**config.mk**
```make
export PLATFORM = sky130hd
export DESIGN_NAME = router_output_channel
export DESIGN_NICKNAME = d
export VERILOG_FILES = /design/src/rtl/router_output_channel.sv
export SDC_FILE = /design/constraint.sdc
export NUM_CORES = 1
export LEC_CHECK = 0
export ABC_AREA = 1
export CORE_MARGIN = 2
export CORE_UTILIZATION = 35
export CTS_CLUSTER_SIZE = 12
export DETAILED_ROUTE_END_ITERATION = 7
export PLACE_DENSITY_LB_ADDON = 0.3
export SLEW_MARGIN = 5
export SYNTH_ARGS = -nofsm -noshare
export SYNTH_HDL_FRONTEND = slang
export SYNTH_HIERARCHICAL = 1
export SYNTH_SLANG_ARGS = --single-unit
```
**constraint.sdc**
```tcl
create_clock -name clk -period 7.4 [get_ports clk]
set_input_delay 1.11 -clock clk [delete_from_list [all_inputs] [get_ports clk]]
set_output_delay 1.11 -clock clk [all_outputs]
set_load 0.005 [all_outputs]
```
**src/rtl/router_output_channel.sv**
```systemverilog
// Transmit side of the inter-router link: two polarity-selected virtual-channel FIFOs, written by the crossbar and drained onto the link.
// Optional build macro ROUTER_OC_STATS_EN adds the flits_sent / stall_cycles counters.

module router_oc_vc_fifo #(
    parameter int DEPTH  = 2,
    parameter int DATA_W = 64
) (
    input  logic              clk,
    input  logic              reset,
    input  logic              push,
    input  logic [DATA_W-1:0] push_data,
    input  logic              pop,
    output logic [DATA_W-1:0] head,
    output logic              full,
    output logic              empty
);
    localparam int CNT_W = $clog2(DEPTH) + 1;

    logic [CNT_W-1:0] count;

    assign full  = (count == CNT_W'(DEPTH));
    assign empty = (count == '0);

    always_ff @(posedge clk) begin
        if (reset)
            count <= '0;
        else if (push && !pop)
            count <= count + CNT_W'(1);
        else if (pop && !push)
            count <= count - CNT_W'(1);
    end

    generate
        if (DEPTH == 1) begin : g_single
            // A single entry needs no pointers: the slot is always the head.
            logic [DATA_W-1:0] mem;
            always_ff @(posedge clk) begin
                if (push)
                    mem <= push_data;
            end
            assign head = mem;
        end else begin : g_ring
            localparam int PTR_W = $clog2(DEPTH);
            logic [DATA_W-1:0] mem [DEPTH];
            logic [PTR_W-1:0]  wr_ptr;
            logic [PTR_W-1:0]  rd_ptr;

            // Power-of-2 depth lets the pointers wrap by natural overflow.
            always_ff @(posedge clk) begin
                if (reset) begin
                    wr_ptr <= '0;
                    rd_ptr <= '0;
                end else begin
                    if (push) begin
                        mem[wr_ptr] <= push_data;
                        wr_ptr      <= wr_ptr + PTR_W'(1);
                    end
                    if (pop)
                        rd_ptr <= rd_ptr + PTR_W'(1);
                end
            end
            assign head = mem[rd_ptr];
        end
    endgenerate
endmodule

module router_output_channel #(
    parameter int VC_DEPTH = 2,
    parameter int DATA_W   = 64
) (
    input  logic              clk,
    input  logic              reset,
    input  logic              polarity,
    input  logic              send_in,
    input  logic [DATA_W-1:0] data_in,
    output logic              ready_out,
    input  logic              ready_in,
    output logic              send_out,
    output logic [DATA_W-1:0] data_out,
    output logic              overflow
`ifdef ROUTER_OC_STATS_EN
    ,
    output logic [31:0]       flits_sent,
    output logic [31:0]       stall_cycles
`endif
);
    logic [1:0]             vc_full;
    logic [1:0]             vc_empty;
    logic [1:0]             vc_push;
    logic [1:0]             vc_pop;
    logic [1:0][DATA_W-1:0] vc_head;
    logic                   rd_vc;
    logic                   pop_any;

    assign rd_vc   = ~polarity;
    assign pop_any = |vc_pop;

    genvar g;
    generate
        for (g = 0; g < 2; g++) begin : g_vc
            // Crossbar writes VC[polarity]; the link drains VC[!polarity].
            assign vc_push[g] = send_in  && !reset && (polarity == 1'(g)) && !vc_full[g];
            assign vc_pop[g]  = ready_in && !reset && (polarity != 1'(g)) && !vc_empty[g];

            router_oc_vc_fifo #(
                .DEPTH (VC_DEPTH),
                .DATA_W(DATA_W)
            ) u_fifo (
                .clk      (clk),
                .reset    (reset),
                .push     (vc_push[g]),
                .push_data(data_in),
                .pop      (vc_pop[g]),
                .head     (vc_head[g]),
                .full     (vc_full[g]),
                .empty    (vc_empty[g])
            );
        end
    endgenerate

    assign ready_out = !vc_full[polarity] && !reset;

    always_ff @(posedge clk) begin
        if (reset) begin
            send_out <= 1'b0;
            data_out <= '0;
            overflow <= 1'b0;
        end else begin
            send_out <= pop_any;
            data_out <= pop_any ? vc_head[rd_vc] : '0;
            if (send_in && vc_full[polarity])
                overflow <= 1'b1;
        end
    end

`ifdef ROUTER_OC_STATS_EN
    always_ff @(posedge clk) begin
        if (reset) begin
            flits_sent   <= '0;
            stall_cycles <= '0;
        end else begin
            if (pop_any && flits_sent != 32'hFFFF_FFFF)
                flits_sent <= flits_sent + 32'd1;
            if (!vc_empty[rd_vc] && !ready_in && stall_cycles != 32'hFFFF_FFFF)
                stall_cycles <= stall_cycles + 32'd1;
        end
    end
`endif
endmodule

```
==> results.yml, run 1 <==
clocking:
  cts_setup_buffers: 0
  clk_pin_slew_ns: 0.05
  clkSinkCount: 332
  clock_latency_ns: 0.50
  htree_levels: 2
  hold_buffers: 0
  root_buffer: "clkbuf_16"
  ctsLongestPathBuffers: 3
  cts-buffers-inserted: 36
  cts_tree: "done"
  cts_resized: 0
synth:
  synth.area.mux_share_pct: 14.80
  synth.distinct_cells: 24
  synth-seq-area-share_pct: 72.02
  syn_avg_cell_area_um2: 16.67
  synth_fp_nets: 838
  synthAdderAreaFrac_pct: 0.1957
  netlist_area_um2: 12790
  synth-compound-area-share_pct: 4.032
  synth_top_family_by_area: "multiplexers"
  synthXorXnorAreaFrac_pct: 0.1370
  ys_warn_count: 6
  ys_ff_latch: 332
  syn_inst: 767
  synthSimpleGateAreaFrac_pct: 5.206
sta:
  finalMaxSlewViolations: 0
  tns_ns: 0
  setup_viol: 0
  rsz0062_at_grt: "no"
  tightest_slew_ns: 1.147
  layout_min_cycle_time_ns: 4.201
  fin_skew_ns: 0.01437
  fmax_mhz: 238.0
  fin_crit_sh_pct: 56.78
  max-slew-margin-rel_pct: 23.54
  hold_viol_final: 0
place:
  dp.cells: 1343
  place.gp.congestion: 0.7081
  port_buffers: 135
  dp_hpwl_um: 13800
power_and_ir_drop:
  peakVddDrop_mv: 0.1347
  power.density_nw_per_um2: 252.2
  intPower_uw: 3149
  switching_share_pct: 19.77
  p_seq_share_pct: 52.2
  p_clk_share_pct: 42.6
  p_comb_share_pct: 5.3
  p_sw_uw: 776.0
  p_leak_uw: 0.005498
floorplan:
  die-area_um2: 38080
  die_width_um: 195.1
  io_pins: 136
  die_y_um: 195.1
  core_um2: 36260
  row_count: 70
  start_util_pct: 35.26
detailed_routing:
  postRouteAntennaNets: 0
  first_pass_iters: 4
  via_count: 6328
  routed_via_density: 4.498
  drc: 0
  drt_iter0_markers: 279
  routed_wl_um: 24200
  wl_per_cell_um: 17.20
grt:
  grt_pass1_wl_um: 36810
  grt_max_degree: 69
  antenna_found_initial: 0
  gr-total-overflow: 0
  grt_pass1_vias: 6630
  grtUsageTotal_pct: 12.68
hold_path:
  hold_path_class: "reg -> reg"
  min-delay-start: "overflow"
outcome:
  status: "complete, no violations"
setup_path:
  cp-startpoint: "polarity"
  critPathKind: "in -> out"
  startpoint_type: "input port"
  critPathRequiredTime_ns: 6.29
  reg2reg_from: "g_vc[1].u_fifo/count[1]"
  critPathMaxFanout: 68
  crit_path_end_kind: "primary output"
  worstPathArrival_ns: 3.09
run:
  drv_cap: 0
layout:
  fin_util_pct: 42.93
  layout-drive-gt1-share_pct: 20.45
  fin_cells: 1407
  diodes: 0
  nets: 984
  fillerInstances: 3313
  area_growth_pct: 21.73
sequential cells by signal, indices dropped and copies added (netlist names), named ones only:
name	count
g_vc.u_fifo/g_ring.mem	256
g_vc.u_fifo/count	4
g_vc.u_fifo/g_ring.wr_ptr	2
data_out	64
g_vc.u_fifo/g_ring.rd_ptr	2
send_out	1
overflow	1
through the flow:
stage | hold slack, ns | setup WS [ns] | cell area [um2] | power (uW)
after floorplan | 0.4388 | 0.6432 | 12790 | 2201
after global placement | 0.4551 | 2.694 | 14450 | 2293
after detailed placement | 0.4561 | 2.600 | 14450 | 2297
after CTS | 0.4662 | 3.137 | 15560 | 3984
after global routing | 0.4902 | 2.937 | 15560 | 4071
final | 0.4623 | 3.199 | 15560 | 3925
worst max-delay path, cell delays in order:
cell,delay (ns)
buf_4,0.63
inv_2,0.03
buf_4,0.34
nand2_1,0.16
nand2_1,0.09
nor2_1,0.09
clkdlybuf4s50_1,0.51
path summary, 6_finish.rpt:
kind	end	slack, ns	depth (start not counted)
max	ready_out	3.20	7
max reg2reg	g_vc[1].u_fifo/g_ring.mem[0][41]	4.62	6
min reg2reg	overflow	0.46	2
min	overflow	0.46	2
Yosys cell counts:
cell / n / area (um2)
nand2_1: 83 / 311.6
buf_12: 12 / 240.2
a21boi_0: 56 / 420.4
inv_1: 23 / 86.33
nor3_1: 4 / 20.02
o21ai_1: 1 / 5.000
xnor2_1: 2 / 17.52
buf_2: 12 / 60.06
nor2_1: 80 / 300.3
o21ai_0: 2 / 10.01
dfxtp_1: 76 / 1521
mux2_2: 8 / 90.09
a21oi_1: 4 / 20.02
buf_4: 4 / 30.03
nor2_2: 1 / 6.260
nand4_1: 2 / 12.51
inv_2: 1 / 3.750
buf_6: 2 / 22.52
edfxtp_1: 256 / 7687
ha_1: 2 / 25.02
clkbuf_1: 5 / 18.77
nand3_1: 3 / 15.01
a21boi_1: 8 / 60.06
mux2_4: 120 / 1802
kinds of logic after synthesis:
group	count (synthesis)
compound gates	71
xor+xnor	2
fa+ha+maj	2
buf+inv	59
flops	332
mux	128
simple gates	173
layout by cell type (no fill, tap or decap), drive strengths merged:
master,n
edfxtp,256
clkdlybuf4s50,134
mux2,128
nand2,83
nor2,81
dfxtp,76
a21boi,64
clkbuf,63
inv,25
buf,9
a21oi,4
nor3,4
nand3,3
o21ai,3
xnor2,2
nand4,2
ha,2
power by group through the flow:
stage / sequential, uW / combinational, uW / clock [uW]
3_3_place_gp: 2090 / 208 / 0
4_1_cts: 2050 / 211 / 1730
5_1_grt: 2050 / 225 / 1800
3_5_place_dp: 2090 / 211 / 0
6_report: 2050 / 207 / 1670
2_1_floorplan: 2090 / 114 / 0
layer usage:
layer	routed length [um]	GRT usage, %
met5	0	0
met4	468	3.789
met3	988	2.401
met2	11840	22.04
met1	10910	16.10
final cells by class:
class | instances | area [um2] | area share, %
clock buffers | 63 | 1104 | 7.090
clock inverters | 1 | 8.758 | 0.05627
inverters | 24 | 90.09 | 0.5788
multi-input cells | 376 | 3152 | 20.25
flip-flops and latches | 332 | 9216 | 59.21
well taps | 468 | 585.6 | 3.762
repair buffers | 143 | 1409 | 9.051
(Power assumes the default switching activity.)
==> run 2, diff against run 1 <==
- clock period: 7.4 -> 4.16 ns (I/O delays scaled with it)
==> run 2 against run 1 <==
Against the previous run: routed wire length grew 3.9%; critical path depth shrank 1; register-to-register slack lost 2.8 ns; via count grew 1.3%; largest power group unchanged; worst hold slack lost 0.0025 ns; final cell count grew 0.43%; sequential cell count is the same; final area grew 0.57%; utilization grew 0.25 points; critical endpoint unchanged; highest routed layer unchanged; sequential power grew 79%.
==> results.yml, run 2 (same netlist as run 1, synthesis figures left out) <==
sta:
  setup_viol: 0
  max-slew-margin-rel_pct: 24.03
  fin_skew_ns: 0.01467
  fin_crit_sh_pct: 68.78
  whs_ns: 0.4597
  fmax_mhz: 349.5
  layout_min_cycle_time_ns: 2.861
  fin_ws_ns: 1.299
  tns_ns: 0
  tightest_slew_ns: 1.140
  hold_viol_final: 0
  finalMaxSlewViolations: 0
  rsz0062_at_grt: "no"
clocking:
  cts-buffers-inserted: 36
  clk_pin_slew_ns: 0.06
  hold_buffers: 0
  ctsLongestPathBuffers: 3
  clkSinkCount: 332
  cts_setup_buffers: 0
  cts_resized: 0
  htree_levels: 2
  root_buffer: "clkbuf_16"
  clock_latency_ns: 0.51
  cts_tree: "done"
layout:
  fin_util_pct: 43.17
  largest_register: "g_vc.u_fifo/g_ring.mem"
  reg.largest.list: "g_vc.u_fifo/g_ring.mem x256, data_out x64, g_vc.u_fifo/count x4"
  diodes: 0
  final_cell_mix: "edfxtp_1 (256), clkdlybuf4s50_1 (134), mux2_4 (120), nand2_1 (83), nor2_1 (78)"
  final_common_cell: "edfxtp_1"
  nets: 990
  largest_reg_flops: 256
  area_growth_pct: 22.43
  layout-drive-gt1-share_pct: 21.38
setup_path:
  r2r-end: "data_out[15]"
  critPathRequiredTime_ns: 3.54
  path_depth: 6
  cp_top_family: "buffers and inverters"
  crit_path_end_kind: "primary output"
  crit_chain: "buf_4 -> buf_4 -> nand2_1 -> nand2_1 -> nor2_1 -> clkdlybuf4s50_1"
  cp_num_buf_inv: 3
  critPathMaxFanout: 38
  reg2reg_slack_ns: 1.83
  worstPathArrival_ns: 2.24
  endpoint: "ready_out"
  ff2ff_path_depth: 5
  startpoint_type: "input port"
  critPathKind: "in -> out"
  cp_slowest_cell: "buf_4"
  cp-startpoint: "polarity"
  slowest_delay_ns: 0.51
detailed_routing:
  wl_per_cell_um: 17.79
  postRouteAntennaNets: 0
  first_pass_iters: 4
  drt_iter0_markers: 333
  via_count: 6409
  drc: 0
  routed_via_density: 4.536
  routed_wl_um: 25140
power_and_ir_drop:
  peakVddDrop_mv: 0.2722
  power_uw: 7040
  power.density_nw_per_um2: 449.7
  p_leak_uw: 0.005554
floorplan:
  die_y_um: 195.1
  die_width_um: 195.1
  die-area_um2: 38080
  row_count: 70
  start_util_pct: 35.26
  io_pins: 136
  core_um2: 36260
grt:
  antenna_found_initial: 0
  grt_max_degree: 65
  grt_pass1_wl_um: 38850
  grtUsageTotal_pct: 13.29
  grt_pass1_vias: 6840
  gr-total-overflow: 0
place:
  port_buffers: 135
  pre_cts_ws_ns: 1.197
  place.gp.congestion: 0.7139
  dp_hpwl_um: 14800
hold_path:
  hold_path_class: "reg -> reg"
outcome:
  status: "complete, no violations"
run:
  drv_cap: 0
## run 2: worst min path at each step
| stage | slack, ns | from | end | cells past startpoint |
|---|---|---|---|---|
| after floorplan | 0.44 | g_vc[0].u_fifo/g_ring.wr_ptr | g_vc[0].u_fifo/g_ring.wr_ptr | 2 |
| after global placement | 0.45 | overflow | overflow | 2 |
| after detailed placement | 0.45 | overflow | overflow | 2 |
| after CTS | 0.46 | overflow | overflow | 2 |
| after global routing | 0.49 | g_vc[1].u_fifo/g_ring.wr_ptr | g_vc[1].u_fifo/g_ring.wr_ptr | 2 |
| final | 0.46 | overflow | overflow | 2 |
## run 2: layer usage
layer	track usage [%]	up-vias	routed length, um	share of wire [%]
met5	0	-	0	0
met4	3.195	0	352	1.4
met3	2.660	31	1149	4.6
met2	23.16	144	12410	49
met1	17.04	3175	11230	45
li1	-	3059	-	-
## run 2: worst min-delay path, cell delays in order (launching register included)
cell     delay [ns]
dfxtp_1        0.31
nand2_1        0.06
nand2_1        0.05
## run 2: metrics by stage
| stage | std cells | cell area, um2 |
|---|---|---|
| 6_report | 1413 | 15650 |
| 5_1_grt | 1413 | 15650 |
| 4_1_cts | 1413 | 15650 |
| 3_5_place_dp | 1349 | 14520 |
| 3_3_place_gp | 1349 | 14520 |
| 2_1_floorplan | 767 | 12810 |
## run 2: cell type report
type,count,area (um2)
sequential,332,9216
timing repair buffer,149,1466
clock inverter,7,81.33
clock buffer,57,1050
fill,3290,20610
multi-input combinational,376,3164
inverter,24,90.09
tap,468,585.6
## run 2: power by group
group / leakage [uW] / total (uW) / switching, uW / internal, uW
registers: 0.00293 / 3660 / 33.6 / 3620
clock network: 0.000549 / 3030 / 1230 / 1800
logic: 0.00208 / 359 / 168 / 191
total: 0.00555 / 7040 / 1430 / 5610
